--- src/rtl/comparador_autenticacao_seq.sv ---
// Sequential access-code comparator with per-level stored codes, grant hold,
// single-cycle deny pulse and lockout after too many consecutive failures.
module comparador_autenticacao_seq #(
    parameter int CODE_W      = 6,
    parameter int N_LEVELS    = 3,
    parameter int MAX_TRIES   = 3,
    parameter int LOCK_CYCLES = 16,
    parameter int HOLD_CYCLES = 4,
    localparam int LVL_W      = (N_LEVELS > 1) ? $clog2(N_LEVELS) : 1,
    localparam int TRY_W      = $clog2(MAX_TRIES + 1)
) (
    input  logic                clk,
    input  logic                rst,
    input  logic [CODE_W-1:0]   code_in,
    input  logic                code_valid,
    input  logic                prog_en,
    input  logic [LVL_W-1:0]    prog_level,
    input  logic [CODE_W-1:0]   prog_code,
    output logic                ready,
    output logic [N_LEVELS-1:0] aut,
    output logic                denied,
    output logic                locked,
    output logic [TRY_W-1:0]    tries_left
);

    // The timer is shared by GRANT and LOCKED, so it must hold the larger count.
    localparam int TMAX  = (LOCK_CYCLES > HOLD_CYCLES) ? LOCK_CYCLES : HOLD_CYCLES;
    localparam int TIM_W = $clog2(TMAX + 1);

    typedef enum logic [2:0] {
        IDLE   = 3'd0,
        CHECK  = 3'd1,
        GRANT  = 3'd2,
        DENY   = 3'd3,
        LOCKED = 3'd4
    } state_t;

    state_t              state_q, state_d;
    logic [CODE_W-1:0]   code_q, code_d;
    logic [CODE_W-1:0]   codes_q [N_LEVELS];
    logic [CODE_W-1:0]   codes_d [N_LEVELS];
    logic [TRY_W-1:0]    fail_q, fail_d;
    logic [TIM_W-1:0]    timer_q, timer_d;
    logic [N_LEVELS-1:0] aut_q, aut_d;
    logic [N_LEVELS-1:0] grant_oh;
    logic                any_hit;
    logic                hold_done;
    logic                lock_done;
    logic                last_try;

    // Parallel compare of the captured code; later (higher) levels overwrite lower hits.
    always_comb begin
        grant_oh = '0;
        any_hit  = 1'b0;
        for (int i = 0; i < N_LEVELS; i++) begin
            if (codes_q[i] == code_q) begin
                grant_oh = '0;
                grant_oh[i] = 1'b1;
                any_hit = 1'b1;
            end
        end
    end

    // Terminal-count and last-attempt flags shared by next-state and datapath logic.
    always_comb begin
        hold_done = (int'(timer_q) >= HOLD_CYCLES - 1);
        lock_done = (int'(timer_q) >= LOCK_CYCLES - 1);
        last_try  = (int'(fail_q) + 1 >= MAX_TRIES);
    end

    // State register.
    always_ff @(posedge clk) begin
        if (rst) begin
            state_q <= IDLE;
        end else begin
            state_q <= state_d;
        end
    end

    // Next-state logic.
    always_comb begin
        state_d = state_q;
        case (state_q)
            IDLE:    if (!prog_en && code_valid) state_d = CHECK;
            CHECK:   state_d = any_hit ? GRANT : (last_try ? LOCKED : DENY);
            GRANT:   if (hold_done) state_d = IDLE;
            DENY:    state_d = IDLE;
            LOCKED:  if (lock_done) state_d = IDLE;
            default: state_d = IDLE;
        endcase
    end

    // Datapath next values: code capture, programming, failure count and timer.
    always_comb begin
        code_d  = code_q;
        codes_d = codes_q;
        fail_d  = fail_q;
        timer_d = timer_q;
        aut_d   = aut_q;
        case (state_q)
            IDLE: begin
                timer_d = '0;
                if (prog_en) begin
                    for (int i = 0; i < N_LEVELS; i++) begin
                        if (int'(prog_level) == i) codes_d[i] = prog_code;
                    end
                end else if (code_valid) begin
                    code_d = code_in;
                end
            end
            CHECK: begin
                timer_d = '0;
                if (any_hit) begin
                    aut_d  = grant_oh;
                    fail_d = '0;
                end else if (last_try) begin
                    fail_d = TRY_W'(MAX_TRIES);
                end else begin
                    fail_d = fail_q + 1'b1;
                end
            end
            GRANT: begin
                timer_d = hold_done ? '0 : timer_q + 1'b1;
            end
            LOCKED: begin
                if (lock_done) begin
                    timer_d = '0;
                    fail_d  = '0;
                end else begin
                    timer_d = timer_q + 1'b1;
                end
            end
            default: timer_d = '0;
        endcase
    end

    // Datapath registers; stored codes reset to level index plus one.
    always_ff @(posedge clk) begin
        if (rst) begin
            code_q  <= '0;
            fail_q  <= '0;
            timer_q <= '0;
            aut_q   <= '0;
            for (int i = 0; i < N_LEVELS; i++) begin
                codes_q[i] <= CODE_W'(i + 1);
            end
        end else begin
            code_q  <= code_d;
            fail_q  <= fail_d;
            timer_q <= timer_d;
            aut_q   <= aut_d;
            codes_q <= codes_d;
        end
    end

    // Outputs decoded purely from registered state and counters.
    always_comb begin
        ready      = (state_q == IDLE);
        aut        = (state_q == GRANT) ? aut_q : '0;
        denied     = (state_q == DENY);
        locked     = (state_q == LOCKED);
        tries_left = TRY_W'(MAX_TRIES) - fail_q;
    end

endmodule

--- config.mk ---
export PLATFORM = sky130hd
export DESIGN_NAME = comparador_autenticacao_seq
export DESIGN_NICKNAME = d
export VERILOG_FILES = /design/src/rtl/comparador_autenticacao_seq.sv
export SDC_FILE = /design/constraint.sdc
export NUM_CORES = 1
export LEC_CHECK = 0
export ABC_AREA = 1
export BUFFER_PORTS_ARGS = -buffer_cell sky130_fd_sc_hd__buf_2
export CORE_ASPECT_RATIO = 0.75
export CORE_MARGIN = 3
export CORE_UTILIZATION = 40
export DETAILED_ROUTE_END_ITERATION = 7
export REMOVE_ABC_BUFFERS = 1
export SYNTH_ARGS = -nofsm -noshare
export SYNTH_HDL_FRONTEND = slang
export SYNTH_SLANG_ARGS = --single-unit
--- constraint.sdc ---
create_clock -name clk -period 1.77 [get_ports clk]
set_clock_uncertainty 0.15 [all_clocks]
set_input_delay 0.354 -clock clk [delete_from_list [all_inputs] [get_ports clk]]
set_output_delay 0.354 -clock clk [all_outputs]
set_load 0.1 [all_outputs]
==> metrics.log, run 1 <==
[metrics] MaxCap Viol Count: 0
[metrics] Top Ports: 26
[metrics] Seq. cell area: approximately 750 um^2
[metrics] worst setup path category: reg -> out
[metrics] min Tclk post-route: between 1.5 and 2 ns
[metrics] final total power: roughly 0.0024 W
[metrics] buffer levels on the longest clock path: 2
[metrics] post-CTS clock slew at the launch and capture registers of the worst setup and hold paths: roughly 0.080 ns
[metrics] largest family of logic cells by synthesized area: simple AND/OR/NAND/NOR gates
[metrics] logic depth of the worst register-to-register path: 9
[metrics] number of antenna cells inserted: 0
[metrics] vertical die dimension: 64.7 um
[metrics] required time of the worst setup path: 1.27 ns
[metrics] Synth-to-Final Area Change: 25.5%
[metrics] total clock buffers created by CTS: 5
[metrics] Vias: roughly 1700
[metrics] Die Area: around 0.0054 mm^2
[metrics] Port Buffers: 25
[metrics] core area: between 0.004 and 0.005 mm^2
[metrics] compound-cell area share of the yosys netlist: 0.168
[metrics] average footprint of a synthesized cell: 6.75 um^2
[metrics] insertion delay to the later sink of the worst-skew pair: roughly 0.29 ns
[metrics] RR Startpoint: state_q[2]
[metrics] total overflow reported by the global router: 0
[metrics] violated checks: negative setup slack
[metrics] post-place setup slack: 0.126 ns
[metrics] Final Slew Violations: 0
[metrics] overall die width: between 80 and 90 um
[metrics] vias per std cell: 4.65
[metrics] RSZ-0062 raised after global routing: true
[metrics] cell area after placement: approximately 0.0021 mm^2
[metrics] starting utilization of the core area: 0.434
[metrics] largest delay contributor family on the critical path: flip-flops
[metrics] cell leakage power: about 1.0 nW
[metrics] r2r setup slk: approximately 0.12 ns
[metrics] number of clock sinks: 37
[metrics] mapped cell area: between 0.0015 and 0.002 mm^2
[metrics] kind of end point of the critical path: output port
[metrics] area leader, netlist: sky130_fd_sc_hd__dfxtp_1
[metrics] cell-by-cell trace of the critical path: inv_1 > nor3_1 > buf_12
[metrics] multi-input combinational cell area: approximately 930 um^2
[metrics] Tcrit/Tclk final: 1.01
[metrics] pin count of the biggest net entering global routing: 21
[metrics] switch share: 0.362
[metrics] warnings from Yosys: 0
[metrics] row cnt: 20
[metrics] # hold bufs at CTS: 0
[metrics] Worst Hold Path EP: codes_q[12]
[metrics] Switch Pwr: approximately 0.00086 W
[metrics] data arrival time of the critical path: ~1.3 ns
[metrics] Fillers: 431
[metrics] proportion of power drawn by flip-flops and latches: 0.410
[metrics] Seq cells post-synth: 37
[metrics] Achievable Freq: between 500 and 600 MHz
[metrics] minimum hold slack: approximately 0.17 ns
[metrics] Post-Synth XOR/XNOR Area: 0.00477
[metrics] DR DRC count: 0
[metrics] final weighted congestion in routability-driven placement: between 0.8 and 0.9
[metrics] proportion of power drawn by the clock network: 0.276
[metrics] maximum fanout along the worst path: 4
[metrics] clock tree from TritonCTS: done
[metrics] r2r endpoint: timer_q[1]
[metrics] Final Net Count: between 300 and 400
[metrics] multiplexer share of the synthesized area: 0
[metrics] adder-cell share of the synthesized area: 0.0136
[metrics] CP max-delay cell: sky130_fd_sc_hd__dfxtp_2
[metrics] number of buffer and inverter instances along the worst setup path: 2
[metrics] first-pass iteration count of the detailed router: 5
[metrics] post-synthesis share of cell area spent on and, or, nand and nor gates: 0.300
[metrics] HPWL Detailed: between 3000 and 4000 um
[metrics] cell at the root of the clock tree: sky130_fd_sc_hd__clkbuf_8
[metrics] power density of the placed cells: just over 1000 mW/mm^2
[metrics] crit path setup slack, layout: -0.0108 ns
[metrics] stage delay of the slowest cell on the critical path: slightly above 0.4 ns
[metrics] startpoint of the most critical hold path: prog_code[0]
[metrics] share of final-layout standard cells stronger than drive strength 1: 0.222
[metrics] type of the tightest min-delay check: in -> reg
[metrics] area share of the largest cell type after synthesis: 0.404
[metrics] Worst slew margin: 0.680
[metrics] number of distinct standard cells referenced by the synthesized netlist: 23
[metrics] cell area after layout: between 0.002 and 0.0025 mm^2
[metrics] number of cells on the worst hold path: 3
[metrics] Seq/Total Area, Yosys: 0.404
[metrics] DR WL/cell: around 11 um
[metrics] Hold Vio Cnt, Final: 0
[metrics] GRT Overall Usage: 0.162
[metrics] highest ir drop seen on vdd: 0.743 mV
[metrics] most common cell after layout, fill and taps aside: sky130_fd_sc_hd__nand2_1
[metrics] global-route wire length before repair: about 7000 um
[metrics] CTS H-tree depth: 2
[metrics] number of failing setup endpoints in the final timing report: 1
[metrics] Fin Setup TNS: -0.0108 ns
[metrics] top area cells in the synthesized netlist: sky130_fd_sc_hd__dfxtp_1, sky130_fd_sc_hd__nand2_1, sky130_fd_sc_hd__a21oi_1, sky130_fd_sc_hd__inv_1, sky130_fd_sc_hd__o21ai_0
[metrics] Internal Dissipation: ~0.0015 W
[metrics] pin slew with the least headroom to its limit: about 0.48 ns
[metrics] gate count of the mapped netlist: 272
[metrics] antenna violations before repair: 0
[metrics] final wirelength: about 4100 um
[metrics] vias in the first global route: 1500
[metrics] relative contribution of combinational cells to total power: 0.314
[metrics] drt first-iter violations: 66
[metrics] most frequent cells in the layout: sky130_fd_sc_hd__nand2_1, sky130_fd_sc_hd__inv_1, sky130_fd_sc_hd__a21oi_1
[metrics] run status: finished with violations
[metrics] kind of start point of the critical path: register
[metrics] Detail Route Antenna Nets: 0
[tightest hold or removal path, delay by kind of cell]
family	cells	cell delay, ns
AOI/OAI and AO/OA	2	0.12
buffers and inverters	1	0.11
[power by group through the flow]
stage	Clock, W	Sequential, W	Combinational [W]
detailed placement	0	0.000983	0.000665
CTS	0.000668	0.000971	0.000709
global placement	0	0.000983	0.000663
global route	0.000710	0.000982	0.000826
floorplan	0	0.000971	0.000487
finish	0.000654	0.000972	0.000744
[worst max path at each step]
stage	cells past startpoint	startpoint	endpoint	slack, ns
3_3_place_gp	9	timer_q[0]	timer_q[0]	0.20
4_1_cts	3	state_q[0]	denied	-0.03
2_1_floorplan	2	state_q[1]	denied	-1.25
6_report	3	state_q[0]	denied	-0.01
3_5_place_dp	9	timer_q[0]	timer_q[3]	0.13
5_1_grt	3	state_q[0]	denied	-0.07
[per-stage QoR]
step,util,instances
after detailed placement,0.498,349
after global routing,0.545,361
final,0.545,361
after floorplan,-,267
after CTS,0.534,361
after global placement,0.498,349
[cells by family (layout without fill, tap and decap cells)]
kind of cell	count (synthesis)	in the layout
buffers and inverters	51	85
AND/OR/NAND/NOR	121	121
AO/OA/AOI/OAI	60	60
XOR/XNOR	1	1
adder cells (fa/ha/maj)	2	2
flip-flops	37	37
[cells in the mapped netlist]
master and count:
sky130_fd_sc_hd__a21oi_1 34, sky130_fd_sc_hd__nand3_2 4, sky130_fd_sc_hd__nand2_2 3, sky130_fd_sc_hd__nand3_1 8
sky130_fd_sc_hd__nor3_1 3, sky130_fd_sc_hd__nor2_4 3, sky130_fd_sc_hd__nor2_2 1, sky130_fd_sc_hd__inv_2 3
sky130_fd_sc_hd__nor2_1 24, sky130_fd_sc_hd__nand2_1 69, sky130_fd_sc_hd__ha_1 2, sky130_fd_sc_hd__buf_4 1
sky130_fd_sc_hd__nor3_2 1, sky130_fd_sc_hd__o21ai_0 25, sky130_fd_sc_hd__clkbuf_1 2, sky130_fd_sc_hd__buf_6 1
sky130_fd_sc_hd__o211ai_2 1, sky130_fd_sc_hd__xor2_1 1, sky130_fd_sc_hd__inv_1 43, sky130_fd_sc_hd__buf_1 1
sky130_fd_sc_hd__nand4_1 4, sky130_fd_sc_hd__nand4_2 1, sky130_fd_sc_hd__dfxtp_1 37
[sequential cells by signal, indices dropped and copies added (netlist names)]
name	cells
aut_q	3
fail_q	2
code_q	6
codes_q	18
timer_q	5
state_q	3
[per-layer routing]
layer | up-vias | global-route usage | wire, um
li1 | 929 | - | -
met1 | 711 | 0.241 | 2280
met2 | 35 | 0.226 | 1550
met3 | 5 | 0.0445 | 274
met4 | 0 | 0.0482 | 40
met5 | - | 0 | 0
[repair_timing]
item	4_1_cts	5_1_grt
setup buffers	4	0
resized for setup	10	13
pin swaps	2	3
setup endpoints to repair	5	12
[layout make-up]
class | instances | share of cell area
sequential | 37 | 0.325
clock buffer | 7 | 0.0418
inverter | 46 | 0.0760
clock inverter | 1 | 0.00217
tap | 55 | 0.0299
multi-input combinational | 184 | 0.405
timing repair buffer | 31 | 0.120
No activity file was read; power rests on OpenSTA's default activity.
==> inputs of run 2 (changes only) <==
- ABC_AREA: 1 -> unset
==> metrics.log, run 2 <==
[metrics] run status: finished with violations
[metrics] violated checks: negative setup slack
[metrics] type of the tightest min-delay check: in -> reg
[metrics] kind of end point of the critical path: register
[metrics] largest registers: codes_q x18, code_q x6, timer_q x5
[metrics] kind of start point of the critical path: register
[metrics] total overflow reported by the global router: 0
[metrics] DR DRC count: 0
[metrics] number of antenna cells inserted: 0
[metrics] Final Net Count: 279
[metrics] clock tree from TritonCTS: done
[metrics] vias in the first global route: ~1600
[metrics] Seq cells post-synth: 37
[metrics] # hold bufs at CTS: 0
[metrics] required time of the worst setup path: around 1.8 ns
[metrics] most frequent CP cell: sky130_fd_sc_hd__ha_4
[metrics] crit path setup slack, layout: -0.0563 ns
[metrics] area leader, netlist: sky130_fd_sc_hd__dfxtp_1
[metrics] Vias: roughly 1600
[metrics] row cnt: 20
[metrics] cell-by-cell trace of the critical path: ha_4 > and3_4 > ha_4 > nor2_4 > nand2_2 > buf_4 > or3b_4 > o41ai_2
[metrics] GRT Overall Usage: 0.180
[metrics] buffer levels on the longest clock path: 2
[metrics] Detail Route Antenna Nets: 0
[metrics] Port Buffers: 25
[metrics] global-route wire length before repair: 7600 um
[metrics] most frequent cells in the layout: sky130_fd_sc_hd__buf_4, sky130_fd_sc_hd__nor2_1, sky130_fd_sc_hd__dfxtp_1
[metrics] post-CTS clock slew at the launch and capture registers of the worst setup and hold paths: 0.08 ns
[metrics] Seq. cell area: about 760 um^2
[metrics] pin count of the biggest net entering global routing: 13
[metrics] Fillers: around 350
[metrics] min Tclk post-route: 1.83 ns
[metrics] Achievable Freq: 548 MHz
[metrics] first-pass iteration count of the detailed router: 4
[metrics] CP max-delay cell: sky130_fd_sc_hd__or3b_4
[metrics] top_reg_cell synth: sky130_fd_sc_hd__dfxtp_1
[metrics] CTS H-tree depth: 2
[metrics] vertical die dimension: 64.2 um
[metrics] Top Ports: 26
[metrics] final wirelength: between 4000 and 5000 um
[metrics] DR WL/cell: 14.6 um
[metrics] library cell with the highest instance count after synthesis: sky130_fd_sc_hd__dfxtp_1
[metrics] maximum fanout along the worst path: 3
[metrics] top post-synthesis cells by count: sky130_fd_sc_hd__dfxtp_1, sky130_fd_sc_hd__nor2_1, sky130_fd_sc_hd__mux2i_1
[metrics] multi-input combinational cell area: approximately 0.0012 mm^2
[metrics] data arrival time of the critical path: approximately 1.9 ns
[metrics] pin slew with the least headroom to its limit: roughly 0.49 ns
[metrics] Final Slew Violations: 0
[metrics] total clock buffers created by CTS: 5
[metrics] number of failing setup endpoints in the final timing report: 9
[metrics] final weighted congestion in routability-driven placement: just under 0.8
[metrics] vias per std cell: roughly 5
[metrics] RSZ-0062 raised after global routing: true
[metrics] warnings from Yosys: 0
[metrics] flip-flop count of the largest register after layout: 18
[metrics] cell leakage power: 1.22 nW
[metrics] final total power: about 0.0024 W
[metrics] antenna violations before repair: 0
[metrics] share of final-layout standard cells stronger than drive strength 1: 0.469
[metrics] overall die width: 83.6 um
[metrics] worst setup path category: reg -> reg
[metrics] Hold Vio Cnt, Final: 0
[metrics] HPWL Detailed: 3180 um
[metrics] Synth-to-Final Area Change: 49.1%
[metrics] Worst slew margin: 0.677
[metrics] most common cell after layout, fill and taps aside: sky130_fd_sc_hd__buf_4
[metrics] cell at the root of the clock tree: sky130_fd_sc_hd__clkbuf_8
[metrics] Tcrit/Tclk final: 1.03
[metrics] MaxCap Viol Count: 0
[metrics] power density of the placed cells: between 800 and 900 mW/mm^2
[metrics] minimum hold slack: around 0.13 ns
[metrics] post-place setup slack: -0.143 ns
[metrics] area share of the largest cell type after synthesis: 0.410
[metrics] starting utilization of the core area: 0.429
[metrics] average footprint of a synthesized cell: 9.35 um^2
[metrics] number of synthesized flops with an enable pin: 0
[metrics] stage delay of the slowest cell on the critical path: 0.39 ns
[metrics] Top reg by flops: codes_q
[metrics] mapped cell area: approximately 0.0018 mm^2
[metrics] drt first-iter violations: 80
[metrics] gate count of the mapped netlist: ~190
[metrics] Die Area: between 0.005 and 0.006 mm^2
[metrics] top area cells in the synthesized netlist: sky130_fd_sc_hd__dfxtp_1, sky130_fd_sc_hd__mux2i_1, sky130_fd_sc_hd__nor2_1, sky130_fd_sc_hd__xor2_1, sky130_fd_sc_hd__xnor2_1
[metrics] FFs w/ async S/R, synth: 0
[metrics] insertion delay to the later sink of the worst-skew pair: roughly 0.3 ns
[metrics] highest ir drop seen on vdd: 0.413 mV
[metrics] number of clock sinks: 37
[metrics] core area: approximately 0.0042 mm^2
[metrics] Seq/Total Area, Yosys: 0.410
[metrics] number of distinct standard cells referenced by the synthesized netlist: 39
==> run 2: timing repair <==
action	in CTS	in global routing
gates resized for setup	30	29
buffers inserted	4	6
endpoints found under the setup margin	16	19
cloned	0	0
pin swaps	8	18
==> run 2: per-stage QoR <==
stage          utilization  instance area, um^2  instances  TNS, ns
4_1_cts              0.596                 2500        309  -0.0842
3_3_place_gp         0.547                 2300        297   -0.624
3_5_place_dp         0.547                 2300        297   -0.949
5_1_grt              0.640                 2690        315    -1.50
6_report             0.640                 2690        315   -0.240
2_1_floorplan            -                 1770        186   -17.41
==> run 2: layer usage <==
layer | track usage | up-vias | wire (um)
li1 | - | 805 | -
met1 | 0.260 | 740 | 2330
met2 | 0.266 | 28 | 2040
met3 | 0.0348 | 7 | 143
met4 | 0.0663 | 0 | 80
met5 | 0 | - | 0
==> run 2: where the power goes <==
group / internal, W / switching [W] / total, W
Sequential: 0.000897 / 0.0000650 / 0.000961
Clock: 0.000273 / 0.000319 / 0.000592
Combinational: 0.000358 / 0.000459 / 0.000817
==> run 2: critical path, delay by kind of cell, from the launching register on <==
kind                       cells  cell delay [ns]
adders and majority gates      2             0.32
buffers and inverters          1             0.14
and+or+nand+nor                4             0.72
DFF                            1             0.34
AOI/OAI and AO/OA              1             0.06
==> run 2: cell type report <==
class                      instances  area share
inverter                           7     0.00976
clock buffer                       6      0.0270
multi-input combinational        142       0.449
clock inverter                     2     0.00372
timing repair buffer              66       0.203
sequential                        37       0.282
tap                               55      0.0256
==> run 2: logic make-up (layout without fill, tap and decap cells) <==
| family | after synthesis | count (layout) | synth area share |
|---|---|---|---|
| flip-flops | 37 | 37 | 0.410 |
| AND/OR/NAND/NOR | 75 | 75 | 0.229 |
| AO/OA/AOI/OAI | 24 | 24 | 0.0984 |
| XOR/XNOR | 20 | 20 | 0.0970 |
| adder cells (fa/ha/maj) | 2 | 2 | 0.0139 |
| buffers and inverters | 14 | 81 | 0.0347 |
| multiplexers | 21 | 21 | 0.116 |
==> run 2: final timing paths <==
path,startpoint,slack (ns),cells after the start,endpoint
max,timer_q[1],-0.06,8,state_q[2]
min reg2reg,codes_q[1],0.35,1,codes_q[1]
max reg2reg,timer_q[1],-0.06,8,state_q[2]
min,prog_code[0],0.13,2,codes_q[12]
